<file path="src/rtl/uart_rx_frm_if.sv">
// Serial-in / byte-out bundle between the line synchronizer, uart_rx_frm and the byte loader.
// slave is the receiver's view; master is the view of whoever drives rx and consumes the byte.
interface uart_rx_frm_if;
  logic       rx;
  logic       rx_rdy;
  logic [7:0] rx_data;
  logic       frm_err;
  logic       busy;

  modport master (output rx, input rx_rdy, rx_data, frm_err, busy);
  modport slave  (input rx, output rx_rdy, rx_data, frm_err, busy);
endinterface

</file>
<file path="src/rtl/uart_rx_frm.sv">
// 8N1 UART receiver: start-bit validation, framing-error strobe, one-cycle ready pulse.
// Define UART_RX_MAJ_VOTE_EN to take every bit sample as a 2-of-3 vote over the last three rx values.
module uart_rx_frm #(
  parameter int BAUD_DIV = 5208
) (
  input logic          clk,
  input logic          rst_n,
  uart_rx_frm_if.slave bus
);

  // The counter is reloaded with BAUD_DIV itself, so it needs room for that value.
  localparam int CW = $clog2(BAUD_DIV + 1);
  localparam logic [CW-1:0] HALF = CW'(BAUD_DIV / 2);
  localparam logic [CW-1:0] FULL = CW'(BAUD_DIV);

  localparam logic [1:0] IDLE  = 2'd0;
  localparam logic [1:0] START = 2'd1;
  localparam logic [1:0] DATA  = 2'd2;
  localparam logic [1:0] STOP  = 2'd3;

  logic [1:0]    state;
  logic [CW-1:0] baud_cnt;
  logic [2:0]    bit_cnt;
  logic [7:0]    shift_q;
  logic          prev_rx;
  logic          rx_rdy_q;
  logic [7:0]    rx_data_q;
  logic          frm_err_q;
  logic          s;
  logic          tick;
  logic          start_edge;

  assign tick       = (baud_cnt == CW'(1));
  assign start_edge = prev_rx & ~bus.rx;

`ifdef UART_RX_MAJ_VOTE_EN
  logic prev2_rx;

  always_ff @(posedge clk or negedge rst_n) begin
    if (!rst_n) prev2_rx <= 1'b1;
    else        prev2_rx <= prev_rx;
  end

  assign s = (bus.rx & prev_rx) | (bus.rx & prev2_rx) | (prev_rx & prev2_rx);
`else
  assign s = bus.rx;
`endif

  // NOTE: every register below is assigned with <= so all branches see the pre-edge
  // values; a blocking assignment here would let later lines read already-updated state.
  always_ff @(posedge clk or negedge rst_n) begin
    if (!rst_n) begin
      state     <= IDLE;
      baud_cnt  <= '0;
      bit_cnt   <= '0;
      shift_q   <= '0;
      prev_rx   <= 1'b1;
      rx_rdy_q  <= 1'b0;
      rx_data_q <= '0;
      frm_err_q <= 1'b0;
    end else begin
      prev_rx   <= bus.rx;
      rx_rdy_q  <= 1'b0;
      frm_err_q <= 1'b0;

      if (state != IDLE)
        baud_cnt <= tick ? FULL : baud_cnt - CW'(1);

      case (state)
        IDLE: begin
          // A held-low line keeps prev_rx low, so a break cannot retrigger.
          if (start_edge) begin
            baud_cnt <= HALF;
            state    <= START;
          end
        end
        START: begin
          if (tick) begin
            if (!s) begin
              bit_cnt <= '0;
              state   <= DATA;
            end else begin
              state <= IDLE;
            end
          end
        end
        DATA: begin
          if (tick) begin
            shift_q <= {s, shift_q[7:1]};
            bit_cnt <= bit_cnt + 3'd1;
            if (bit_cnt == 3'd7) state <= STOP;
          end
        end
        STOP: begin
          // Leaving mid-stop-bit lets the next start edge arrive with no idle gap.
          if (tick) begin
            if (s) begin
              rx_data_q <= shift_q;
              rx_rdy_q  <= 1'b1;
            end else begin
              frm_err_q <= 1'b1;
            end
            state <= IDLE;
          end
        end
        default: state <= IDLE;
      endcase
    end
  end

  assign bus.rx_rdy  = rx_rdy_q;
  assign bus.rx_data = rx_data_q;
  assign bus.frm_err = frm_err_q;
  assign bus.busy    = (state != IDLE);

endmodule
</file>
<file path="src/flat_wrapper.sv">
// flat-port wrapper written by rule: the top's interface ports become plain ports
module uart_rx_frm_flat 
#(
  parameter int BAUD_DIV = 5208
)
  (clk, rst_n, bus_rx, bus_rx_rdy, bus_rx_data, bus_frm_err, bus_busy);
  uart_rx_frm_if bus_i ();
  input logic clk;
  input logic rst_n;
  input wire logic [$bits(bus_i.rx)-1:0] bus_rx;
  output wire logic [$bits(bus_i.rx_rdy)-1:0] bus_rx_rdy;
  output wire logic [$bits(bus_i.rx_data)-1:0] bus_rx_data;
  output wire logic [$bits(bus_i.frm_err)-1:0] bus_frm_err;
  output wire logic [$bits(bus_i.busy)-1:0] bus_busy;
  assign bus_i.rx = bus_rx;
  assign bus_rx_rdy = bus_i.rx_rdy;
  assign bus_rx_data = bus_i.rx_data;
  assign bus_frm_err = bus_i.frm_err;
  assign bus_busy = bus_i.busy;
  uart_rx_frm #(.BAUD_DIV(BAUD_DIV)) u_core (.clk(clk), .rst_n(rst_n), .bus(bus_i));
endmodule
</file>
<file path="config.mk">
export PLATFORM = sky130hd
export DESIGN_NAME = uart_rx_frm_flat
export DESIGN_NICKNAME = d
export VERILOG_FILES = /design/src/rtl/uart_rx_frm_if.sv /design/src/rtl/uart_rx_frm.sv /design/src/flat_wrapper.sv
export SDC_FILE = /design/constraint.sdc
export NUM_CORES = 1
export LEC_CHECK = 0
export BUFFER_PORTS_ARGS = -buffer_cell sky130_fd_sc_hd__buf_2
export CAP_MARGIN = 30
export CORE_MARGIN = 2
export CORE_UTILIZATION = 52
export CTS_BUF_LIST = sky130_fd_sc_hd__clkbuf_16
export CTS_CLUSTER_SIZE = 25
export DETAILED_ROUTE_END_ITERATION = 10
export PLACE_DENSITY_LB_ADDON = 0.05
export SYNTH_ARGS = -nofsm -noshare
export SYNTH_HDL_FRONTEND = slang
export SYNTH_SLANG_ARGS = --single-unit
</file>
<file path="constraint.sdc">
create_clock -name clk -period 2 [get_ports clk]
set_clock_uncertainty 0.15 [all_clocks]
set_input_delay 0.2 -clock clk [delete_from_list [all_inputs] [get_ports clk]]
set_output_delay 0.2 -clock clk [all_outputs]
set_load 0.005 [all_outputs]
</file>
==> impl_metrics.py <==
metrics = {
    "layout": {
        "layout-drive-gt1-share_pct": 38.7,
        "fin_nets": 187,
        "stdcell_area_um2": 2200,
        "diodes": 0,
        "finish.utilization_pct": 70.8,
        "final_common_cell": "dfrtp_1",
        "mostFrequentLayoutCells": "dfrtp_1 (36), buf_4 (18), mux2_2 (15)",
        "synthToLayoutAreaGrowth_pct": 28.4,
    },
    "sta": {
        "setup_viol": 0,
        "worst_pin_slew_ns": 0.813,
        "rsz0062_at_grt": "yes",
        "slew_violations": 0,
        "fmax_mhz": 514,
        "hold_viol": 0,
        "slew_headroom_pct": 45.8,
        "layout_min_cycle_time_ns": 1.95,
        "fin_crit_sh_pct": 97.3,
    },
    "cts": {
        "clk_path_buf_depth": 2,
        "cts_tree": "built",
        "cts_buffers": 5,
        "cts_sinks": 37,
        "clk_pin_slew_ns": 0.06,
        "ctsHtreeMaxLevel": 2,
        "root_buffer": "clkbuf_16",
        "clk_latency_ns": 0.28,
    },
    "pwr": {
        "p_per_area_nw_per_um2": 1030,
        "irDropWorstVdd_mv": 0.672,
        "p_leak_nw": 1.03,
        "power_mw": 2.27,
    },
    "placement": {
        "dpl_cell_area_um2": 1950,
        "post-dp-hpwl_mm": 2.47,
        "gp_congestion": 0.858,
        "numPortBuffers": 13,
    },
    "logic_synthesis": {
        "synth-edff-count": 0,
        "ys.flop_type": "dfrtp_1",
        "synth-seq-cells": 37,
        "syn_inst": 142,
        "ys_seq_area_share_pct": 54.2,
        "async_reset_ff_share_pct": 100,
        "synthesis.area_um2": 1710,
        "synth_cell_types": 39,
        "syn_nets": 149,
        "yosysWarnings": 0,
        "avgSynthCellArea_um2": 12.1,
    },
    "grt": {
        "grt_pass1_wl_mm": 6.16,
        "grt_use_met1_pct": 30.2,
        "grt_pass1_vias": 1298,
        "global_route.usage.met3_pct": 7.98,
        "antenna_found_initial": 0,
        "grt_usage_pct": 23.1,
        "grt_start_max_net_pins": 38,
        "top_usage_layer": "met2",
        "overflow": 0,
        "use_met2_pct": 35.9,
    },
    "floorplan": {
        "die_y_um": 61.4,
        "num_rows": 20,
        "die-area_um2": 3770,
        "start_util_pct": 55.2,
        "io_pins": 14,
        "core_area_um2": 3100,
        "fp.dieW_um": 61.4,
    },
    "setup_path": {
        "crit_fanout": 5,
        "worstSetupPathType": "reg -> reg",
        "worstPathRequired_ns": 2.02,
        "max_stage_delay_ns": 0.38,
        "crit_chain": "inv_2 -> ha_2 -> nor4b_4 -> and3_4 -> nand4_4 -> mux2_4",
        "start_kind": "register",
        "critPathSlowestCell": "dfrtp_1",
        "crit_arrival_ns": 1.96,
        "endpoint_kind": "register",
    },
    "drt": {
        "vias": 1295,
        "wirelength_mm": 3.68,
        "routedWlPerCell_um": 16.3,
        "drtIter0Drc": 82,
        "drcViolationCount": 0,
        "dr.pass1.iters": 4,
        "final_antenna_net_count": 0,
        "via_per_inst": 5.76,
    },
    "hold_path": {
        "hold_path.class": "reg -> reg",
    },
    "run": {
        "maxCapViolations": 0,
    },
    "run_status": {
        "status": "finished clean",
    },
}
## state kept, by name (all words and copies together), names as in the netlist, named ones only
name	cells
u_core.baud_cnt	13
u_core.bit_cnt	3
u_core.bus.frm_err	1
u_core.bus.rx_data	8
u_core.bus.rx_rdy	1
u_core.prev_rx	1
u_core.shift_q	8
u_core.state	1
## final cells by class
class / count / area, um^2
clock buffers: 5 / 125
flip-flops and latches: 37 / 927
multi-input cells: 98 / 813
well taps: 44 / 55.1
repair buffers: 34 / 240
inverters: 4 / 15.0
clock inverters: 3 / 21.3
fillers: 248 / 906
## Yosys cell counts (2+ instances only)
cell | number | area [um^2]
a21oi_1 | 7 | 35.0
clkbuf_1 | 2 | 7.51
dfrtp_1 | 36 | 901
ha_1 | 4 | 50.1
inv_1 | 4 | 15.0
mux2_2 | 16 | 180
nand2_1 | 7 | 26.3
nand3_1 | 6 | 30.0
nand4_1 | 3 | 18.8
nand4b_1 | 2 | 17.5
nor2_1 | 10 | 37.5
nor3_1 | 7 | 35.0
nor4_1 | 3 | 18.8
nor4b_2 | 2 | 30.0
o211ai_1 | 3 | 22.5
o21ai_0 | 2 | 10.0
o31ai_1 | 2 | 15.0
xor2_1 | 5 | 43.8
## where the power goes
part           total, mW  internal (mW)  switching (mW)
Clock              0.773          0.463           0.310
Sequential         0.948          0.840           0.108
Combinational      0.546          0.257           0.289
## routing by layer
metal	vias to the layer above	wire length, um
li1	605	-
met1	642	1670
met2	41	1780
met3	7	184
met4	0	46
met5	-	0
## metrics by stage
stage	hold WS, ns	setup TNS (ns)	instances	setup slack, ns
after global routing	0.373	-0.0572	225	-0.0261
after floorplan	-0.246	0	142	0.0435
after CTS	0.353	0	222	0.0193
final	0.348	0	225	0.0539
after global placement	0.171	0	212	0.126
after detailed placement	0.187	-0.0139	212	-0.00706
## worst max-delay path: cells and delay by family (launching register included)
kind	cells	cell delay, ns
adders and majority gates	1	0.16
buffers and inverters	1	0.06
DFF	1	0.38
muxes	1	0.33
and+or+nand+nor	3	0.75
## path summary, 6_finish.rpt
kind / slack (ns) / end / startpoint / cells after the start
setup / recovery: 0.05 / u_core.bus.rx_data[0] / u_core.baud_cnt[1] / 6
setup reg to reg: 0.05 / u_core.bus.rx_data[0] / u_core.baud_cnt[1] / 6
hold reg to reg: 0.35 / u_core.bus.rx_data[2] / u_core.bus.rx_data[2] / 1
min in group asynchronous: 0.40 / u_core.bus.rx_data[1] / rst_n / 2
hold / removal: 0.35 / u_core.bus.rx_data[2] / u_core.bus.rx_data[2] / 1
max in group asynchronous: 0.79 / u_core.baud_cnt[7] / rst_n / 2
## cells by family (layout without fill, tap and decap cells)
| kind of cell | after synthesis | after routing | share of synthesized area, % |
|---|---|---|---|
| XOR/XNOR | 5 | 5 | 2.56 |
| buffers and inverters | 8 | 46 | 2.27 |
| AO/OA/AOI/OAI | 20 | 20 | 7.53 |
| multiplexers | 17 | 17 | 11.1 |
| AND/OR/NAND/NOR | 51 | 52 | 19.4 |
| adder cells (fa/ha/maj) | 4 | 4 | 2.92 |
| flip-flops | 37 | 37 | 54.2 |
## repair_timing
action / 4_1_cts / 5_1_grt
resized for setup: 1 / 10
gates cloned: 0 / 1
hold endpoints to repair: 37 / 0
pin swaps: 0 / 0
setup endpoints to repair: 10 / 11
setup buffers: 0 / 2
hold buffers: 2 / 0
No activity file was read; power rests on OpenSTA's default activity.
